**src/rtl/wts_channel_mixer_5ch_if.sv**
```systemverilog
`default_nettype none
// ============================================================================
// Module      : wts_channel_mixer_5ch_if
// Description : Bus bundle for the wave-table channel mixer: wave RAM read
//               port (address out, registered sample back) and the mixed
//               sample output with its one-cycle valid strobe.
// Revision    : 1.0 - initial release
// ============================================================================
interface wts_channel_mixer_5ch_if;
  logic [9:0]  ram_address;
  logic [7:0]  ram_q;
  logic [14:0] sound_out;
  logic        sound_valid;

  // Mixer side
  modport master (
    output ram_address,
    input  ram_q,
    output sound_out,
    output sound_valid
  );

  // RAM / audio-consumer side
  modport slave (
    input  ram_address,
    output ram_q,
    input  sound_out,
    input  sound_valid
  );
endinterface
`default_nettype wire

```
**src/rtl/wts_channel_mixer_5ch.sv**
```systemverilog
`default_nettype none
// ============================================================================
// Module      : wts_channel_mixer_5ch
// Description : Reading end of the 5-channel time-multiplexed tone generator.
//               Three-stage pipeline: address/volume capture, sample x volume
//               multiply, then accumulate slots 0..4 into one signed mix with
//               a one-cycle valid strobe.
//               Optional macro WTS_MIXER_CLIP_EN saturates the mix to the
//               signed 12-bit range before it reaches sound_out.
// Revision    : 1.0 - initial release
// ============================================================================
module wts_channel_mixer_5ch (
  input  logic                          clk,
  input  logic                          nreset,
  input  logic [2:0]                    active,
  input  logic [6:0]                    wave_address,
  input  logic [3:0]                    reg_volume_a,
  input  logic [3:0]                    reg_volume_b,
  input  logic [3:0]                    reg_volume_c,
  input  logic [3:0]                    reg_volume_d,
  input  logic [3:0]                    reg_volume_e,
  input  logic                          reg_enable_a,
  input  logic                          reg_enable_b,
  input  logic                          reg_enable_c,
  input  logic                          reg_enable_d,
  input  logic                          reg_enable_e,
  wts_channel_mixer_5ch_if.master       mix
);

  // Pipeline slot tags reset to an idle slot so no strobe fires after reset
  localparam logic [2:0] C_SLOT_IDLE = 3'd5;

  logic [3:0]         w_vol_sel;
  logic [2:0]         r_active_d1;
  logic [2:0]         r_active_d2;
  logic [3:0]         r_volume;
  logic signed [11:0] w_sample_ext;
  logic signed [11:0] w_volume_ext;
  logic signed [11:0] w_product;
  logic signed [11:0] r_product;
  logic signed [14:0] w_product_ext;
  logic signed [14:0] w_sum;
  logic signed [14:0] w_result;
  logic signed [14:0] r_acc;
  logic [14:0]        r_sound_out;
  logic               r_sound_valid;

  // Stage 0: RAM address is a straight concatenation, zero latency
  assign mix.ram_address = {active, wave_address};

  // Stage 0: pick the current slot's volume, forced to 0 when disabled or idle
  always_comb begin
    w_vol_sel = 4'd0;
    case (active)
      3'd0:    if (reg_enable_a) w_vol_sel = reg_volume_a;
      3'd1:    if (reg_enable_b) w_vol_sel = reg_volume_b;
      3'd2:    if (reg_enable_c) w_vol_sel = reg_volume_c;
      3'd3:    if (reg_enable_d) w_vol_sel = reg_volume_d;
      3'd4:    if (reg_enable_e) w_vol_sel = reg_volume_e;
      default: w_vol_sel = 4'd0;
    endcase
  end

  // Stage 0 capture: slot tag and effective volume travel alongside the RAM read
  always_ff @(posedge clk or negedge nreset) begin
    if (!nreset) begin
      r_active_d1 <= C_SLOT_IDLE;
      r_volume    <= 4'd0;
    end else begin
      r_active_d1 <= active;
      r_volume    <= w_vol_sel;
    end
  end

  // Stage 1 operands widened to 12 bits; volume is zero-extended so it stays positive
  assign w_sample_ext = {{4{mix.ram_q[7]}}, mix.ram_q};
  assign w_volume_ext = {8'd0, r_volume};
  assign w_product    = w_sample_ext * w_volume_ext;

  // Stage 1: register the scaled sample (range -1920..1905) and its slot tag
  always_ff @(posedge clk or negedge nreset) begin
    if (!nreset) begin
      r_product   <= 12'sd0;
      r_active_d2 <= C_SLOT_IDLE;
    end else begin
      r_product   <= w_product;
      r_active_d2 <= r_active_d1;
    end
  end

  assign w_product_ext = {{3{r_product[11]}}, r_product};
  assign w_sum         = r_acc + w_product_ext;

`ifdef WTS_MIXER_CLIP_EN
  localparam logic signed [14:0] C_CLIP_MAX = 15'sd2047;
  localparam logic signed [14:0] C_CLIP_MIN = -15'sd2048;

  // Saturate the finished mix to the signed 12-bit range
  always_comb begin
    w_result = w_sum;
    if (w_sum > C_CLIP_MAX) begin
      w_result = C_CLIP_MAX;
    end else if (w_sum < C_CLIP_MIN) begin
      w_result = C_CLIP_MIN;
    end
  end
`else
  assign w_result = w_sum;
`endif

  // Stage 2: slot 0 loads, 1..3 add, 4 publishes the mix, idle slots hold
  always_ff @(posedge clk or negedge nreset) begin
    if (!nreset) begin
      r_acc         <= 15'sd0;
      r_sound_out   <= 15'd0;
      r_sound_valid <= 1'b0;
    end else begin
      r_sound_valid <= 1'b0;
      case (r_active_d2)
        3'd0:                r_acc <= w_product_ext;
        3'd1, 3'd2, 3'd3:    r_acc <= w_sum;
        3'd4: begin
          r_sound_out   <= w_result;
          r_sound_valid <= 1'b1;
        end
        default: ;
      endcase
    end
  end

  assign mix.sound_out   = r_sound_out;
  assign mix.sound_valid = r_sound_valid;

endmodule
`default_nettype wire

```
**src/flat_wrapper.sv**
```systemverilog
// flat-port wrapper written by rule: the top's interface ports become plain ports
module wts_channel_mixer_5ch_flat 
  (clk, nreset, active, wave_address, reg_volume_a, reg_volume_b, reg_volume_c, reg_volume_d, reg_volume_e, reg_enable_a, reg_enable_b, reg_enable_c, reg_enable_d, reg_enable_e, mix_ram_address, mix_ram_q, mix_sound_out, mix_sound_valid);
  wts_channel_mixer_5ch_if mix_i ();
  input  logic clk;
  input  logic nreset;
  input  logic [2:0] active;
  input  logic [6:0] wave_address;
  input  logic [3:0] reg_volume_a;
  input  logic [3:0] reg_volume_b;
  input  logic [3:0] reg_volume_c;
  input  logic [3:0] reg_volume_d;
  input  logic [3:0] reg_volume_e;
  input  logic reg_enable_a;
  input  logic reg_enable_b;
  input  logic reg_enable_c;
  input  logic reg_enable_d;
  input  logic reg_enable_e;
  output wire logic [$bits(mix_i.ram_address)-1:0] mix_ram_address;
  input wire logic [$bits(mix_i.ram_q)-1:0] mix_ram_q;
  output wire logic [$bits(mix_i.sound_out)-1:0] mix_sound_out;
  output wire logic [$bits(mix_i.sound_valid)-1:0] mix_sound_valid;
  assign mix_ram_address = mix_i.ram_address;
  assign mix_i.ram_q = mix_ram_q;
  assign mix_sound_out = mix_i.sound_out;
  assign mix_sound_valid = mix_i.sound_valid;
  wts_channel_mixer_5ch u_core (.clk(clk), .nreset(nreset), .active(active), .wave_address(wave_address), .reg_volume_a(reg_volume_a), .reg_volume_b(reg_volume_b), .reg_volume_c(reg_volume_c), .reg_volume_d(reg_volume_d), .reg_volume_e(reg_volume_e), .reg_enable_a(reg_enable_a), .reg_enable_b(reg_enable_b), .reg_enable_c(reg_enable_c), .reg_enable_d(reg_enable_d), .reg_enable_e(reg_enable_e), .mix(mix_i));
endmodule
```
**config.mk**
```make
export PLATFORM = sky130hd
export DESIGN_NAME = wts_channel_mixer_5ch_flat
export DESIGN_NICKNAME = d
export VERILOG_FILES = /design/src/rtl/wts_channel_mixer_5ch_if.sv /design/src/rtl/wts_channel_mixer_5ch.sv /design/src/flat_wrapper.sv
export SDC_FILE = /design/constraint.sdc
export NUM_CORES = 1
export LEC_CHECK = 0
export CAP_MARGIN = 20
export CORE_MARGIN = 2
export CORE_UTILIZATION = 50
export CTS_BUF_LIST = sky130_fd_sc_hd__clkbuf_4 sky130_fd_sc_hd__clkbuf_8
export CTS_CLUSTER_SIZE = 40
export DETAILED_ROUTE_END_ITERATION = 16
export PLACE_DENSITY_LB_ADDON = 0.12
export SYNTH_ARGS = -nofsm -noshare
export SYNTH_HDL_FRONTEND = slang
export SYNTH_SLANG_ARGS = --single-unit
```
**constraint.sdc**
```tcl
create_clock -name clk -period 8.37 [get_ports clk]
set_input_delay 1.674 -clock clk [delete_from_list [all_inputs] [get_ports clk]]
set_output_delay 1.674 -clock clk [all_outputs]
set_load 0.1 [all_outputs]
```
==> results of run 1 <==
==> cells in the mapped netlist, types with 3 or more instances <==
master    instances  area share, %
a22oi_1           8            1.5
nand2_1          46            4.3
or4_1             3           0.57
buf_4            10            1.9
and2_1           27            4.2
dfrtp_1          49             31
o21ai_0          31            3.9
a211oi_1          3           0.57
inv_1            38            3.6
xor2_1            6            1.3
mux2i_1           4            1.0
fa_1             17            8.6
nor2_1           18            1.7
and3_1            3           0.47
nor3_1           11            1.4
a21o_1            6            1.1
or3_1             5           0.79
ha_1             35             11
nor2b_1           7            1.1
mux2_2            4            1.1
clkbuf_1          3           0.28
a21oi_1          22            2.8
nand3_1          11            1.4
dfstp_2           4            2.6
o21a_1            4           0.75
xnor2_1          14            3.1
==> power by group through the flow <==
stage          Combinational, mW  Sequential (mW)  Clock (mW)
3_5_place_dp               0.793            0.390           0
4_1_cts                    0.794            0.386       0.159
5_1_grt                    0.861            0.397       0.172
3_3_place_gp               0.780            0.386           0
2_1_floorplan              0.408            0.616           0
6_report                   0.794            0.385       0.153
==> how the worst max path moves through the flow <==
stage	to	slack [ns]
floorplan	u_core.r_product[11]$_DFF_PN0_	3.88
global placement	mix_ram_address[8]	3.26
detailed placement	u_core.r_product[8]$_DFF_PN0_	3.19
CTS	mix_ram_address[8]	3.23
global route	u_core.r_product[10]$_DFF_PN0_	3.16
finish	mix_ram_address[8]	3.24
==> logic make-up (layout without fill, tap and decap cells) <==
kind of cell / Yosys count / after routing
xor+xnor: 20 / 20
buf+inv: 58 / 105
fa+ha+maj: 52 / 52
simple gates: 143 / 143
mux: 8 / 8
compound gates: 90 / 90
flops: 53 / 53
==> cell type report <==
| class | instances | share of cell area [%] |
|---|---|---|
| clock inverter | 3 | 0.6213 |
| timing repair buffer | 58 | 12.32 |
| tap | 102 | 2.755 |
| sequential | 53 | 28.74 |
| inverter | 39 | 3.160 |
| multi-input combinational | 313 | 50.92 |
| clock buffer | 5 | 1.486 |
==> sequential cells by signal (all words and copies together), names as in the netlist <==
signal,cells
u_core.mix.sound_out,15
u_core.mix.sound_valid,1
u_core.r_acc,15
u_core.r_active_d1,3
u_core.r_active_d2,3
u_core.r_product,12
u_core.r_volume,4
==> metal layers <==
layer | global-route usage (%) | up-vias
met1 | 26.57 | 1453
met3 | 3.304 | 6
li1 | - | 1528
met2 | 31.59 | 78
met4 | 3.676 | 0
met5 | 0 | -
==> per-stage QoR <==
step | setup slack (ns) | hold WS (ns) | std cells | area [um^2] | utilization (%)
finish | 3.242 | 0.3620 | 573 | 4632 | 59.94
global route | 3.163 | 0.3684 | 573 | 4632 | 59.94
CTS | 3.230 | 0.3632 | 573 | 4632 | 59.94
detailed placement | 3.192 | 0.3472 | 565 | 4534 | 58.68
global placement | 3.264 | 0.3334 | 565 | 4534 | 58.68
floorplan | 3.878 | 0.3312 | 424 | 3980 | -
==> qor.log, run 1 <==
INFO  drt            detail_route.first_pass.iterations=4
INFO  critical_path  critical_path.endpoint_type=output pin
INFO  synth          dominant_combinational_cell_family_by_area_after_synthesis=adder cells
INFO  cts            count_of_cells_resized_by_post_cts_repair=0
INFO  critical_path  critical_path.startpoint=active[1]
INFO  pwr            p_leak=2.190nW
INFO  drt            postRouteWirelength=7487um
INFO  critical_path  cpLargestDelayFamily=buffers and inverters
INFO  critical_path  critical_path_peak_fanout=7
INFO  drt            vias=3065
INFO  drt            met3RoutedLength=362um
INFO  drt            top_signal_layer_used=met4
INFO  synth          synth.mux.area_fraction=2.138%
INFO  synth          syn_area=0.003980mm^2
INFO  placed_design  io_buffers=56
INFO  drt            wire_per_inst=13.07um
INFO  timing         finalSetupViolCount=0
INFO  pwr            power.share.clock=11.5%
INFO  synth          post_synth_fa_ha_maj_area_fraction=19.55%
INFO  critical_path  worst-r2r-setup-slack=4.87ns
INFO  timing         max_slew.worst_pin.slew=0.9763ns
INFO  floorplan      std_cell_rows=32
INFO  min_path       hold_path.startpoint=u_core.r_active_d1[2]$_DFF_PN1_
INFO  timing         post-route-period-util=61.27%
INFO  final_layout   layout.nets=567
INFO  critical_path  critical_path.startpoint_type=input pin
INFO  pwr            total_power=1.332mW
INFO  floorplan      initial_utilization=51.51%
INFO  cts            path_clk_slew=0.10ns
INFO  run_status     status=finished, final reports clean
INFO  floorplan      ios=71
INFO  drt            wl_met1=3521um
INFO  final_layout   regArea=0.001331mm^2
INFO  timing         period_minus_slack=5.128ns
INFO  cts            cts_max_level=2
INFO  pwr            power_frac_seq=28.9%
INFO  synth          synth_cell_types=53
INFO  final_layout   layout_common_cells=clkdlybuf4s50_1, dfrtp_1, nand2_1
INFO  grt            pin_count_of_the_biggest_net_entering_global_routing=54
INFO  critical_path  crit_slowest_cell=clkdlybuf4s50_1
INFO  synth          synth.avg_cell_area=9.387um^2
INFO  critical_path  slowest_delay=1.18ns
INFO  pwr            share_comb_of_total_power=59.6%
INFO  run            reported_max_cap_violation_count=0
INFO  cts            tritoncts=built
INFO  timing         unrepaired_setup_endpoints_after_global_routing=false
INFO  synth          synth_simple_gate_area_share=18.39%
INFO  synth          synth-compound-area-share=14.78%
INFO  pwr            p_sw=662.0uW
INFO  placed_design  routabilityCongestion=0.7927
INFO  final_layout   footprint_of_the_multi_input_gates=0.002359mm^2
INFO  drt            drtAntennaViolNets=0
INFO  grt            antenna_found_initial=0
INFO  pwr            pwr_density_cell=287.6mW/mm^2
INFO  cts            tritoncts_num_sinks=53
INFO  final_layout   mostFrequentLayoutCell=clkdlybuf4s50_1
INFO  critical_path  worst_r2r_startpoint=u_core.r_volume[2]$_DFF_PN0_
INFO  synth          synth_edf_count=0
INFO  cts            clk_latency_worst_skew_pair=0.31ns
INFO  grt            grt_first_pass_wirelength=13520um
INFO  grt            groute.usage.overall=19.10%
INFO  final_layout   synthToLayoutAreaGrowth=16.38%
INFO  synth          ys_seq_area_share=33.45%
INFO  critical_path  cp_data_arrival_time=3.45ns
INFO  timing         timing.final.hold_violations=0
INFO  synth          synth_xor_area_share=4.401%
INFO  synth          syn-instance-count=424
INFO  cts            ctsLongestPathBuffers=2
INFO  cts            post-cts-setup-buffers=0
INFO  drt            first_iter_violations=98
INFO  pwr            power_report.internal_total=670.0uW
INFO  drt            drc=0
INFO  synth          synthesis_stage_register_bit_count=53
INFO  critical_path  worst-r2r-cell-count=13
INFO  final_layout   final_layout_size_suffix_gt1_share=6.369%
INFO  cts            root_buffer=clkbuf_8
INFO  critical_path  critical_path.cell_chain=clkdlybuf4s50_1 -> clkdlybuf4s50_1
INFO  timing         setup_skew_after_layout=0.01374ns
INFO  drt            detail_route.vias_per_cell=5.349
INFO  pwr            peakVddDrop=0.09475mV
INFO  cts            holdBufCountCts=0
INFO  final_layout   fillerInstances=710
INFO  critical_path  r2r-end=u_core.r_product[8]$_DFF_PN0_
INFO  pwr            sw_frac_of_total=49.70%
INFO  synth          synth-main-ff-cell=dfrtp_1
INFO  critical_path  critical_path_depth=2
INFO  min_path       whs_endpoint=u_core.r_active_d2[2]$_DFF_PN1_
INFO  timing         max-slew-margin-rel=34.71%
INFO  final_layout   n_antenna_cell=0
INFO  critical_path  criticalPathCategory=input pin to output pin
INFO  grt            grt_remaining_overflow=0
INFO  min_path       holdPathStages=0
INFO  placed_design  place_hpwl=6019um
INFO  critical_path  critical_path.most_common_cell=clkdlybuf4s50_1
INFO  timing         final_max_slew_viol_count=0
INFO  timing         fin_tns_setup=0ns
INFO  cts            numCtsBuffers=5
INFO  critical_path  worst-endpoint-required=6.70ns
INFO  floorplan      die_area=0.008690mm^2
INFO  synth          synth.net_count=521
INFO  synth          ys_async_sr_fraction=100.0%
INFO  min_path       min_path_type=flip-flop to flip-flop
INFO  floorplan      dieWidth=93.22um
INFO  floorplan      die_h=93.22um
INFO  floorplan      floorplan.core_area=0.007727mm^2
INFO  timing         maxClockFrequency=0.1950GHz
INFO  grt            first_global_vias=2949
INFO  drt            route.met2.wl=3542um
INFO  critical_path  cp_num_buf_inv=2
INFO  synth          number_of_warnings_issued_by_yosys=0
Note: power is estimated with default switching activity, not from simulation.
==> run 2: changes to the inputs <==
Clock period 8.37 ns to 5.3 ns, I/O delays scaled along.
==> run 2 against run 1 <==
Sequential share of layout area decreased by 0.22 points. Global-route usage about the same. Critical path depth increased by 12. Worst setup slack got worse by 2.2 ns. Critical path type is now input pin to flip-flop. Clock skew decreased by 0.0032 ns. Final cell count unchanged. Critical endpoint is now u_core.r_product[11]$_DFF_PN0_.
==> qor.log, run 2 (synthesis gave the netlist of run 1 again) <==
INFO  final_layout   layout.nets=567
INFO  critical_path  criticalPathCategory=input pin to flip-flop
INFO  final_layout   n_antenna_cell=0
INFO  cts            count_of_cells_resized_by_post_cts_repair=0
INFO  pwr            power_report.internal_total=1.146mW
INFO  critical_path  cp_data_arrival_time=4.41ns
INFO  timing         setup_skew_after_layout=0.01052ns
INFO  timing         pnr_worst_setup_slack=1.071ns
INFO  critical_path  critical_path.startpoint=mix_ram_q[0]
INFO  final_layout   layout.core_utilization=60.41%
INFO  drt            detail_route.vias_per_cell=5.312
INFO  final_layout   synthToLayoutAreaGrowth=17.29%
INFO  critical_path  crit_slowest_cell=fa_1
INFO  final_layout   fillerInstances=676
INFO  floorplan      floorplan.core_area=0.007727mm^2
INFO  final_layout   mostFrequentLayoutCell=clkdlybuf4s50_1
INFO  floorplan      initial_utilization=51.51%
INFO  grt            grt_remaining_overflow=0
INFO  grt            grt_first_pass_wirelength=13410um
INFO  timing         timing.final.hold_violations=0
INFO  placed_design  dpl_cell_area=0.004534mm^2
INFO  timing         max-slew-margin-rel=34.16%
INFO  drt            wire_per_inst=13.08um
INFO  cts            numCtsBuffers=5
INFO  grt            pin_count_of_the_biggest_net_entering_global_routing=54
INFO  placed_design  dp.cells=565
INFO  final_layout   postLayoutCellArea=0.004668mm^2
INFO  drt            first_iter_violations=131
INFO  timing         maxClockFrequency=0.2365GHz
INFO  run            reported_max_cap_violation_count=0
INFO  critical_path  critical_path.endpoint_type=flip-flop
INFO  pwr            p_sw=1.033mW
INFO  critical_path  worst-endpoint-required=5.48ns
INFO  critical_path  critical_path.cell_chain=clkdlybuf4s50_1 -> and2_1 -> ha_1 -> ha_1 -> inv_1 -> fa_1 -> inv_1 -> ha_1 -> a21o_1 -> a211oi_1 -> o21ai_0 -> o311ai_0 -> o21ai_0 -> xor2_1
INFO  drt            vias=3044
INFO  cts            post-cts-setup-buffers=0
INFO  pwr            power.share.clock=14.4%
INFO  timing         fin_hold_ws=0.3557ns
INFO  critical_path  critical_path.most_common_cell=ha_1
INFO  cts            tritoncts_num_sinks=53
INFO  cts            cts_max_level=2
INFO  placed_design  dp_slack=0.7437ns
INFO  drt            drtAntennaViolNets=0
INFO  timing         unrepaired_setup_endpoints_after_global_routing=false
INFO  floorplan      std_cell_rows=32
INFO  cts            clk_latency_worst_skew_pair=0.30ns
INFO  floorplan      ios=71
INFO  cts            ctsLongestPathBuffers=2
INFO  critical_path  critical_path.startpoint_type=input pin
INFO  floorplan      dieWidth=93.22um
INFO  pwr            power_frac_seq=27.9%
INFO  critical_path  worst_r2r_startpoint=u_core.r_volume[2]$_DFF_PN0_
INFO  run_status     status=finished, final reports clean
INFO  timing         fin_tns_setup=0ns
INFO  drt            detail_route.first_pass.iterations=4
INFO  critical_path  critical_path_peak_fanout=4
INFO  min_path       min_path_type=flip-flop to flip-flop
INFO  min_path       hold_path.startpoint=u_core.r_active_d1[1]$_DFF_PN0_
INFO  pwr            peakVddDrop=0.1493mV
INFO  grt            groute.usage.overall=19.05%
INFO  timing         finalSetupViolCount=0
INFO  cts            tritoncts=built
INFO  pwr            p_leak=2.207nW
INFO  timing         post-route-period-util=79.79%
INFO  timing         max_slew.worst_pin.slew=0.9845ns
INFO  placed_design  routabilityCongestion=0.8156
INFO  timing         final_max_slew_viol_count=0
INFO  floorplan      die_h=93.22um
INFO  pwr            share_comb_of_total_power=57.6%
INFO  drt            drc=0
INFO  final_layout   layoutNonFillerInstCount=573
INFO  final_layout   final_layout_size_suffix_gt1_share=6.369%
INFO  cts            root_buffer=clkbuf_8
INFO  grt            first_global_vias=3004
INFO  floorplan      die_area=0.008690mm^2
INFO  placed_design  io_buffers=56
INFO  placed_design  place_hpwl=6019um
INFO  cts            path_clk_slew=0.09ns
INFO  cts            holdBufCountCts=0
INFO  critical_path  slowest_delay=0.58ns
INFO  final_layout   layout_common_cells=clkdlybuf4s50_1, dfrtp_1, nand2_1
INFO  pwr            sw_frac_of_total=47.40%
INFO  grt            antenna_found_initial=0
INFO  pwr            pwr_density_cell=466.8mW/mm^2
INFO  drt            postRouteWirelength=7492um
INFO  pwr            total_power=2.179mW
INFO  timing         period_minus_slack=4.229ns
[run 2: cell types whose count changed in the layout (fill, tap and decap cells not counted), sizes merged]
cell | previous run | this run
inv | 41 | 39
bufinv | 0 | 2
[run 2: per-layer routing]
metal | global-route usage, % | vias up | part of all wire (%)
li1 | - | 1531 | -
met1 | 24.74 | 1440 | 47
met2 | 33.03 | 69 | 48
met3 | 3.223 | 4 | 4.4
met4 | 4.902 | 0 | 0.69
met5 | 0 | - | 0
[run 2: worst paths after layout]
kind | endpoint | slack [ns] | cells past startpoint
max | u_core.r_product[11]$_DFF_PN0_ | 1.07 | 14
min | u_core.r_active_d2[1]$_DFF_PN0_ | 0.36 | 0
max reg2reg | u_core.r_product[11]$_DFF_PN0_ | 1.80 | 12
min reg2reg | u_core.r_active_d2[1]$_DFF_PN0_ | 0.36 | 0
max in group asynchronous | u_core.r_acc[10]$_DFFE_PN0P_ | 4.01 | 2
min in group asynchronous | u_core.mix.sound_out[1]$_DFFE_PN0P_ | 0.85 | 2
[run 2: layout make-up]
cell class	instances	area [um^2]	area share [%]
sequential	53	1331	28.52
tap	102	127.6	2.734
timing repair buffer	58	570.5	12.22
clock buffer	5	68.82	1.474
clock inverter	3	65.06	1.394
multi-input combinational	313	2359	50.52
inverter	39	146.4	3.136
[run 2: power groups by stage]
| stage | sequential [mW] | clock (mW) | combinational [mW] |
|---|---|---|---|
| 2_1_floorplan | 0.973 | 0 | 0.645 |
| 3_3_place_gp | 0.611 | 0 | 1.23 |
| 3_5_place_dp | 0.617 | 0 | 1.25 |
| 4_1_cts | 0.610 | 0.326 | 1.26 |
| 5_1_grt | 0.627 | 0.344 | 1.37 |
| 6_report | 0.609 | 0.315 | 1.26 |
[run 2: critical path: cells and delay by family]
kind / cells / cell delay [ns]
AO/OA/AOI/OAI: 5 / 1.00
XOR/XNOR: 1 / 0.19
adder cells (fa/ha/maj): 4 / 1.41
buffers and inverters: 3 / 0.56
AND/OR/NAND/NOR: 1 / 0.18
==> run 3: changes to the inputs <==
Clock period 5.3 ns to 3.86 ns, I/O delays scaled along.
==> run 3 against run 2 <==
First-iteration DRC count fell by 6.1%. Clock skew rose by 0.0014 ns. Hold slack improved by 0.0033 ns. Highest routed layer unchanged. Critical endpoint unchanged. Register-to-register slack got worse by 1.2 ns.
==> qor.log, run 3 (synthesis gave the netlist of run 1 again) <==
INFO  drt            postRouteWirelength=7575um
INFO  grt            grt_remaining_overflow=0
INFO  cts            tritoncts_num_sinks=53
INFO  critical_path  critical_path.endpoint_type=flip-flop
INFO  placed_design  io_buffers=56
INFO  timing         setup_skew_after_layout=0.01189ns
INFO  final_layout   postLayoutCellArea=0.004832mm^2
INFO  critical_path  worst-endpoint-required=4.04ns
INFO  timing         maxClockFrequency=0.2711GHz
INFO  run_status     status=finished, final reports clean
INFO  pwr            pwr_density_cell=612.1mW/mm^2
INFO  placed_design  dpl_cell_area=0.004677mm^2
INFO  cts            numCtsBuffers=5
INFO  pwr            share_comb_of_total_power=59.0%
INFO  floorplan      die_h=93.22um
INFO  drt            drtAntennaViolNets=0
INFO  pwr            sw_frac_of_total=48.18%
INFO  cts            ctsLongestPathBuffers=2
INFO  drt            drc=0
INFO  final_layout   fillerInstances=645
INFO  grt            pin_count_of_the_biggest_net_entering_global_routing=38
INFO  cts            clk_latency_worst_skew_pair=0.31ns
INFO  drt            detail_route.vias_per_cell=5.172
INFO  cts            tritoncts=built
INFO  placed_design  dp.cells=585
INFO  pwr            power_report.internal_total=1.533mW
INFO  final_layout   final_layout_size_suffix_gt1_share=11.99%
INFO  run            reported_max_cap_violation_count=0
INFO  final_layout   n_antenna_cell=0
INFO  grt            grt_first_pass_wirelength=13190um
INFO  grt            antenna_found_initial=0
INFO  timing         final_max_slew_viol_count=0
INFO  timing         period_minus_slack=3.689ns
INFO  cts            path_clk_slew=0.10ns
INFO  grt            groute.usage.overall=18.63%
INFO  final_layout   layout.nets=588
INFO  min_path       min_path_type=flip-flop to flip-flop
INFO  drt            first_iter_violations=123
INFO  critical_path  critical_path_peak_fanout=3
INFO  cts            cts_max_level=2
INFO  drt            wire_per_inst=12.75um
INFO  floorplan      initial_utilization=51.51%
INFO  timing         max-slew-margin-rel=35.71%
INFO  floorplan      die_area=0.008690mm^2
INFO  floorplan      floorplan.core_area=0.007727mm^2
INFO  pwr            peakVddDrop=0.2274mV
INFO  timing         timing.final.hold_violations=0
INFO  pwr            p_sw=1.425mW
INFO  pwr            p_leak=2.309nW
INFO  pwr            power.share.clock=12.8%
INFO  placed_design  place_hpwl=6088um
INFO  critical_path  cp_data_arrival_time=3.87ns
INFO  floorplan      std_cell_rows=32
INFO  drt            vias=3072
INFO  floorplan      ios=71
INFO  critical_path  critical_path.startpoint_type=input pin
INFO  timing         post-route-period-util=95.58%
INFO  placed_design  routabilityCongestion=0.8206
INFO  timing         finalSetupViolCount=0
INFO  final_layout   mostFrequentLayoutCell=clkdlybuf4s50_1
INFO  final_layout   layoutNonFillerInstCount=594
INFO  grt            first_global_vias=3020
INFO  final_layout   layout_common_cells=clkdlybuf4s50_1, dfrtp_1, nand2_1
INFO  final_layout   synthToLayoutAreaGrowth=21.41%
INFO  cts            root_buffer=clkbuf_8
INFO  drt            detail_route.first_pass.iterations=4
INFO  pwr            power_frac_seq=28.2%
INFO  floorplan      dieWidth=93.22um
INFO  critical_path  criticalPathCategory=input pin to flip-flop
INFO  timing         max_slew.worst_pin.slew=0.9613ns
-- run 3: cell count changes in the layout (fill, tap and decap cells not counted), moves of 3 or more --
cell / delta
buf_4: +24
o21ai_0: -4
clkdlybuf4s50_1: -3
o21ai_1: +3
-- run 3: worst paths after layout --
kind	start	end	slack, ns	cells past startpoint
max	mix_ram_q[1]	u_core.r_product[11]$_DFF_PN0_	0.17	14
min	u_core.r_active_d1[1]$_DFF_PN0_	u_core.r_active_d2[1]$_DFF_PN0_	0.36	0
max reg2reg	u_core.r_volume[2]$_DFF_PN0_	u_core.r_product[11]$_DFF_PN0_	0.59	10
min reg2reg	u_core.r_active_d1[1]$_DFF_PN0_	u_core.r_active_d2[1]$_DFF_PN0_	0.36	0
max in group asynchronous	nreset	u_core.r_active_d1[2]$_DFF_PN1_	2.65	2
min in group asynchronous	nreset	u_core.mix.sound_out[1]$_DFFE_PN0P_	0.42	1
-- run 3: layout make-up --
type	instances	area (um^2)	area share (%)
tap	102	127.6	2.641
clock buffer	5	68.82	1.424
clock inverter	3	46.29	0.9581
multi-input combinational	313	2391	49.48
inverter	39	146.4	3.030
sequential	53	1331	27.55
timing repair buffer	79	720.7	14.91
-- run 3: critical path, stage by stage --
cell	delay, ns
clkdlybuf4s50_1	0.43
and2_1	0.17
ha_1	0.29
ha_1	0.27
inv_1	0.05
fa_1	0.55
inv_1	0.05
ha_1	0.28
a21o_1	0.20
a211oi_2	0.25
o21ai_0	0.11
o311ai_0	0.14
o21ai_1	0.13
xor2_1	0.17
-- run 3: metrics by stage --
step	total power, mW	hold WS (ns)	utilization (%)	setup TNS [ns]	setup WS [ns]
2_1_floorplan	2.222	0.3312	-	0	0.2701
3_3_place_gp	2.546	0.3316	60.52	-0.8693	-0.2501
3_5_place_dp	2.580	0.3386	60.52	-1.225	-0.3541
4_1_cts	2.966	0.3616	62.01	0	0.004544
5_1_grt	3.167	0.3677	62.53	-0.02025	-0.02025
6_report	2.958	0.3590	62.53	0	0.1707
-- run 3: repair_timing --
action,in CTS,in global routing
pin swaps,0,5
setup buffers,0,1
hold buffers,0,0
resized for setup,2,9
endpoints found under the setup margin,2,4
-- run 3: power groups by stage --
| stage | combinational (mW) | clock [mW] | sequential (mW) |
|---|---|---|---|
| floorplan | 0.886 | 0 | 1.34 |
| global placement | 1.71 | 0 | 0.838 |
| detailed placement | 1.73 | 0 | 0.846 |
| CTS | 1.74 | 0.390 | 0.835 |
| global route | 1.90 | 0.414 | 0.857 |
| finish | 1.75 | 0.378 | 0.834 |
-- run 3: per-layer routing --
layer | up-vias | global-route usage (%) | part of all wire [%]
li1 | 1580 | - | -
met1 | 1427 | 23.76 | 47
met2 | 58 | 32.79 | 48
met3 | 7 | 3.143 | 3.7
met4 | 0 | 4.779 | 1.0
met5 | - | 0 | 0
